==> src/rtl/parity_serial_tx.sv <==
// Serial transmitter for a 6-bit payload framed as start, six data bits
// (LSB first), a selectable even/odd parity bit and a stop bit. Every bit is
// held for CLKS_PER_BIT clocks. All outputs come straight from flops.
module parity_serial_tx #(
    parameter int CLKS_PER_BIT = 4
) (
    input  logic       clk,
    input  logic       rst_n,
    input  logic [5:0] in_data,
    input  logic       in_odd,
    input  logic       in_valid,
    output logic       in_ready,
    output logic       tx,
    output logic       busy,
    output logic       done
);

    typedef enum logic [2:0] {
        ST_IDLE   = 3'd0,
        ST_START  = 3'd1,
        ST_DATA   = 3'd2,
        ST_PARITY = 3'd3,
        ST_STOP   = 3'd4
    } state_t;

    localparam logic [7:0] CNT_MAX  = 8'(CLKS_PER_BIT - 1);
    localparam logic [2:0] IDX_LAST = 3'd5;

    state_t     state_q, state_d;
    logic [7:0] cnt_q, cnt_d;
    logic [2:0] idx_q, idx_d;
    logic [5:0] data_q, data_d;
    logic       par_q, par_d;
    logic       tx_q, tx_d;
    logic       busy_q, busy_d;
    logic       done_q, done_d;
    logic       ready_q, ready_d;
    logic       bit_end_s;

    // Parity bit for a word: XOR of the data, inverted in odd mode.
    function automatic logic parity_bit(input logic [5:0] data, input logic odd);
        return (^data) ^ odd;
    endfunction

    // Next-state logic, then outputs decoded from the next state so they register cleanly.
    always_comb begin
        state_d   = state_q;
        cnt_d     = cnt_q;
        idx_d     = idx_q;
        data_d    = data_q;
        par_d     = par_q;
        bit_end_s = (cnt_q == CNT_MAX);

        case (state_q)
            ST_IDLE: begin
                if (in_valid) begin
                    state_d = ST_START;
                    cnt_d   = 8'd0;
                    idx_d   = 3'd0;
                    data_d  = in_data;
                    par_d   = parity_bit(in_data, in_odd);
                end else begin
                    cnt_d   = 8'd0;
                    idx_d   = 3'd0;
                end
            end
            ST_START, ST_PARITY, ST_STOP: begin
                if (bit_end_s) begin
                    cnt_d = 8'd0;
                    case (state_q)
                        ST_START:  state_d = ST_DATA;
                        ST_PARITY: state_d = ST_STOP;
                        default:   state_d = ST_IDLE;
                    endcase
                end else begin
                    cnt_d = cnt_q + 8'd1;
                end
            end
            ST_DATA: begin
                if (bit_end_s) begin
                    cnt_d = 8'd0;
                    if (idx_q == IDX_LAST) begin
                        state_d = ST_PARITY;
                        idx_d   = 3'd0;
                    end else begin
                        idx_d   = idx_q + 3'd1;
                    end
                end else begin
                    cnt_d = cnt_q + 8'd1;
                end
            end
            default: begin
                state_d = ST_IDLE;
                cnt_d   = 8'd0;
                idx_d   = 3'd0;
            end
        endcase

        case (state_d)
            ST_START:  tx_d = 1'b0;
            ST_DATA:   tx_d = data_d[idx_d];
            ST_PARITY: tx_d = par_d;
            default:   tx_d = 1'b1;
        endcase

        busy_d  = (state_d != ST_IDLE);
        ready_d = (state_d == ST_IDLE);
        done_d  = (state_d == ST_STOP) && (cnt_d == CNT_MAX);
    end

    // State, counters, payload latch and registered outputs; reset aborts any frame.
    always_ff @(posedge clk or negedge rst_n) begin
        if (!rst_n) begin
            state_q <= ST_IDLE;
            cnt_q   <= 8'd0;
            idx_q   <= 3'd0;
            data_q  <= 6'd0;
            par_q   <= 1'b0;
            tx_q    <= 1'b1;
            busy_q  <= 1'b0;
            done_q  <= 1'b0;
            ready_q <= 1'b1;
        end else begin
            state_q <= state_d;
            cnt_q   <= cnt_d;
            idx_q   <= idx_d;
            data_q  <= data_d;
            par_q   <= par_d;
            tx_q    <= tx_d;
            busy_q  <= busy_d;
            done_q  <= done_d;
            ready_q <= ready_d;
        end
    end

    assign in_ready = ready_q;
    assign tx       = tx_q;
    assign busy     = busy_q;
    assign done     = done_q;

endmodule

==> config.mk <==
export PLATFORM = sky130hd
export DESIGN_NAME = parity_serial_tx
export DESIGN_NICKNAME = d
export VERILOG_FILES = /design/src/rtl/parity_serial_tx.sv
export SDC_FILE = /design/constraint.sdc
export NUM_CORES = 1
export LEC_CHECK = 0
export ABC_AREA = 1
export BUFFER_PORTS_ARGS = -buffer_cell sky130_fd_sc_hd__buf_2
export CORE_MARGIN = 2
export CORE_UTILIZATION = 45
export CTS_CLUSTER_DIAMETER = 60
export CTS_CLUSTER_SIZE = 24
export DETAILED_ROUTE_END_ITERATION = 12
export SYNTH_ARGS = -nofsm -noshare
export SYNTH_HDL_FRONTEND = slang
export SYNTH_SLANG_ARGS = --single-unit
==> constraint.sdc <==
create_clock -name clk -period 2.1 [get_ports clk]
set_input_delay 0.21 -clock clk [delete_from_list [all_inputs] [get_ports clk]]
set_output_delay 0.21 -clock clk [all_outputs]
set_load 0.005 [all_outputs]
After elaboration in Yosys (flattened, before gate mapping). Index checks and enable logic that the tools add are counted.

Flip-flop bits (word level): 25. Input bits: 10.

$lt $le $gt $ge: 1. Reductions and logical operators: 7. Bitwise logic cells: 1. Add/sub/neg operators: 2. Equality and inequality tests: 11. Mux-type cells: 18.

Operators by type and width (count): 3-bit two-way mux (6); 8-bit by 2-bit == test with 1-bit output (second input constant) (2); 8-bit two-way mux (2); 3-bit by 2-bit == test with 1-bit output (second input constant) (4); 6-bit two-way mux (2); 3-bit one-hot mux with 2 select lines (2); 3-bit == test (second input constant) (3); 3-bit one-hot mux with 3 select lines (1); 8-bit by 1-bit adder with 8-bit output (second input constant) (1); 3-bit by 1-bit == test with 1-bit output (second input constant) (2); 3-bit zero test (2); 6-bit parity (1); 3-bit by 4-bit < comparator with 1-bit output (second input constant) (1); 4-bit OR reduction (1); 3-bit by 1-bit adder with 3-bit output (second input constant) (1); 1-bit binary-select mux with 3-bit select (1); 1-bit two-way mux (3); 1-bit one-hot mux with 3 select lines (1); 3-bit nonzero test (1); 3-bit OR reduction (1); 1-bit logical AND (1); 1-bit XOR (1).

Depth between registers and ports, before layout.
Depth in word-level cells: 7. Depth in mapped cells: 13. Gate-level depth less buffers: 13.

Worst setup path before layout. No wires, ideal clock.

Path type: reg-to-reg. Start point: register cnt_q[0]. End point: register tx_q (netlist: tx). Setup slack: 609 ps. Period minus slack after synthesis: 1491 ps. Path buffers: 0. Required time: 2040 ps. Arrival time: 1430 ps. Setup time: 60 ps. Stages on the path, launching flop included: 14. Cell sequence: dfrtp_1 ha_1 nand2_1 nor2_2 nand2_2 nand2_1 nand2_1 a21oi_2 nand2_1 nor2_1 nor2_1 nand2_1 nand2_1 nand2_1.

Word-level cells in the longest chain between the ends: 6.

Ends and longest elaborated chain: start, declared (RTL line 30) `logic [7:0] cnt_q, cnt_d;`; start signal, assigned (RTL line 125) `cnt_q <= cnt_d;`; 8-bit by 2-bit == test with 1-bit output * (RTL line 52) `bit_end_s = (cnt_q == CNT_MAX);`; 3-bit two-way mux (RTL line 80) `if (bit_end_s) begin`; 3-bit one-hot mux with 2 select lines (RTL line 54) `case (state_q)`; 1-bit binary-select mux with 3-bit select (RTL line 101) `ST_DATA: tx_d = data_d[idx_d];`; 1-bit two-way mux (implied by the code) (RTL line 101); 1-bit one-hot mux with 3 select lines * (RTL line 99) `case (state_d)`; net tx_d (RTL line 34) `logic tx_q, tx_d;`; end signal, assigned (RTL line 129) `tx_q <= tx_d;`; end, declared (RTL line 34).

Mark *: on every way through the listed nets, which the timed path passes. The rest lies on a longest branch. The select of a mux whose other input is x is not followed.

Final worst setup path. Same ends and word-level chain as after synthesis.

==> flow_summary.json <==
{
  "detailedRoute.firstIterationViolations": 46,
  "post-place-cells": 244,
  "hold-worst-slack_ns": 0.134,
  "die_x_um": 61.3,
  "clockBufferDepth": 2,
  "route.antenna.remaining_nets": 0,
  "detail_route.wirelength_um": 2630,
  "leakagePower_nw": 0.869,
  "yosys.area_share.simple": 0.390,
  "tns_ns": 0,
  "cell_area_after_technology_mapping_mm2": 0.00148,
  "cts_buffers": 3,
  "result_of_the_run": "finished, final reports clean",
  "end_kind": "flop",
  "period_share": 0.803,
  "final_cell_area_mm2": 0.00163,
  "antenna_found_initial": 0,
  "tightestPinTransition_ns": 0.550,
  "io_buffer_count": 13,
  "yosys.area_share.xor_xnor": 0.0534,
  "finalNetCount": 217,
  "finish.cell_count_without_fillers": 249,
  "post_synthesis_share_of_cell_area_spent_on_full_adders_half_adders_and_majority_gates": 0.00847,
  "timing.final.setup_violations": 0,
  "max_freq_mhz": 593,
  "dpl-instance-area_mm2": 0.00160,
  "global_route.usage.total": 0.171,
  "setup_ws_ns": 0.413,
  "drt_pre_antenna_iters": 4,
  "globalRoute.totalOverflow": 0,
  "insertedDiodeCount": 0,
  "synth_top_family_by_area": "simple AND/OR/NAND/NOR gates",
  "finalPower_mw": 1.94,
  "h-tree-depth": 1,
  "clock_skew_ns": 0.00271,
  "start_util": 0.480,
  "power-per-cell-area_mw_per_mm2": 1190,
  "finalCoreUtilization": 0.530,
  "yosys.cell_types.count": 30,
  "critical_path_required_ns": 2.37,
  "area_added_between_synthesis_and_finish_pct": 10.6,
  "cap_viol_max_count": 0,
  "grt_start_max_net_pins": 26,
  "tritoncts": "done",
  "drc": 0,
  "synth_compound_area_frac": 0.0390,
  "ys_warnings": 0,
  "ir_worst_vdd_uv": 506,
  "n_fill_cell": 300,
  "final-max-slew-violation-count": 0,
  "synth_cells": 187,
  "clock_sinks": 25,
  "layout-drive-gt1-share": 0.249,
  "post-route-min-period_ns": 1.69,
  "worst_hold_path_type": "input port to flop",
  "max_slew_margin_vs_limit": 0.634,
  "yosysSeqAreaShare": 0.425,
  "multi_input_comb_area_um2": 724,
  "yosys_register_bits": 25,
  "path_clk_slew_ns": 0.13,
  "grt_pass1_wl_um": 4700,
  "worst_slack_at_placement_ns": 0.450,
  "sequential_cell_area_um2": 628,
  "core_region_area_mm2": 0.00308,
  "avgRoutedWirePerCell_um": 10.6,
  "cp_data_arrival_time_ns": 1.95,
  "hold_bufs_at_cts": 1,
  "cts_post_setup_buffers_inserted": 0,
  "synth_fp_nets": 198,
  "syn_area_per_cell_um2": 7.90,
  "rsz0062_at_grt": "false",
  "via_count": 1165,
  "multiplexer_fraction_of_the_synthesized_cell_area": 0,
  "critPathLaunchType": "flop",
  "insertion_delay_ns": 0.31,
  "vias_per_cell": 4.68,
  "ctsResizeCount": 0,
  "criticalPathCategory": "flop to flop",
  "gp_congestion": 0.813,
  "grt_pass1_vias": 1083,
  "floorplan.die.height_um": 61.3,
  "floorplan.io_pins": 14,
  "report.final.hold_viol_count": 0,
  "post-dp-hpwl_um": 2120,
  "top_fanout_value_on_the_critical_path": 8,
  "placementRows": 20,
  "cts_root_buf": "clkbuf_4",
  "dieArea_mm2": 0.00376
}
[critical path, cell delays in order, from the launching register on]
cell,delay (ns)
dfrtp_1,0.41
ha_1,0.24
nand2_1,0.09
nor2_2,0.11
nand2_2,0.12
nand2_1,0.08
nand2_1,0.07
a21oi_2,0.15
nand2_1,0.06
nor2_1,0.10
nor2_1,0.04
nand2_1,0.08
nand2_1,0.05
nand2_1,0.05
[synth_stat cells]
cell type  count  area share
nor2_8         2       0.027
clkinv_1       1      0.0025
o21ai_2        3       0.018
inv_2          6       0.015
clkinv_4       1      0.0059
nor3_2         1      0.0068
and3_1         2      0.0085
nor3_1         2      0.0068
o21ai_0        1      0.0034
nand3_1       17       0.058
nand3b_4       1       0.014
dfrtp_1       23        0.39
nor3b_2        1      0.0085
nor2_1        21       0.053
nand2_2       10       0.042
ha_1           1      0.0085
nand3_2        1      0.0068
o211ai_1       1      0.0051
dfstp_2        2       0.036
a21oi_2        1      0.0059
nand4_1        2      0.0085
xnor2_1        5       0.030
inv_1         22       0.056
o21ai_1        1      0.0034
nand2_1       48        0.12
a21oi_1        1      0.0034
nor2_2         3       0.013
nand2_4        2       0.015
xor2_1         4       0.024
inv_4          1      0.0042
[sequential cells by signal, indices dropped and copies added (netlist names)]
signal    count
in_ready      1
data_q        6
done          1
state_q       3
par_q         1
busy          1
cnt_q         8
idx_q         3
tx            1
[area by class of cell]
cell class                 instances  share of cell area
multi-input combinational        131               0.444
sequential                        25               0.385
inverter                          31              0.0759
timing repair buffer              14              0.0460
tap                               44              0.0337
clock buffer                       4              0.0161
[metal layers]
layer / GRT usage / part of all wire / wire length (um)
met4: 0.0745 / 0.016 / 41
met5: 0 / 0 / 0
met2: 0.267 / 0.45 / 1180
met1: 0.236 / 0.51 / 1340
met3: 0.0252 / 0.030 / 80
[power breakdown]
| group | switching (mW) | internal (mW) |
|---|---|---|
| combinational | 0.641 | 0.355 |
| clock | 0.137 | 0.0742 |
| sequential | 0.0816 | 0.649 |
[logic make-up (layout without fill, tap and decap cells)]
kind of cell / count (synthesis) / count (layout)
DFF: 25 / 25
and+or+nand+nor: 113 / 113
xor gates and xnor gates: 9 / 9
AOI/OAI and AO/OA: 8 / 8
adders and majority gates: 1 / 1
buffers and inverters: 31 / 49
[worst paths after layout]
| check | start | endpoint | slack, ns | cells past startpoint |
|---|---|---|---|---|
| setup / recovery | cnt_q[0] | tx | 0.41 | 13 |
| hold / removal | in_data[1] | data_q[1] | 0.13 | 3 |
| setup reg to reg | cnt_q[0] | tx | 0.41 | 13 |
| hold reg to reg | cnt_q[0] | cnt_q[0] | 0.49 | 1 |
| max in group asynchronous | rst_n | in_ready | 1.33 | 2 |
| min in group asynchronous | rst_n | idx_q[2] | 0.40 | 2 |
[cell usage in the layout (no fill, tap or decap), types with 2 or more instances in the layout]
cell type / Yosys / routed
and3_1: 2 / 2
buf_2: 0 / 13
clkbuf_4: 0 / 3
dfrtp_1: 23 / 23
dfstp_2: 2 / 2
inv_1: 22 / 22
inv_2: 6 / 6
nand2_1: 48 / 48
nand2_2: 10 / 10
nand2_4: 2 / 2
nand3_1: 17 / 17
nand4_1: 2 / 2
nor2_1: 21 / 21
nor2_2: 3 / 3
nor2_8: 2 / 2
nor3_1: 2 / 2
o21ai_2: 3 / 3
xnor2_1: 5 / 5
xor2_1: 4 / 4
Power figures use the tool's default switching activity.
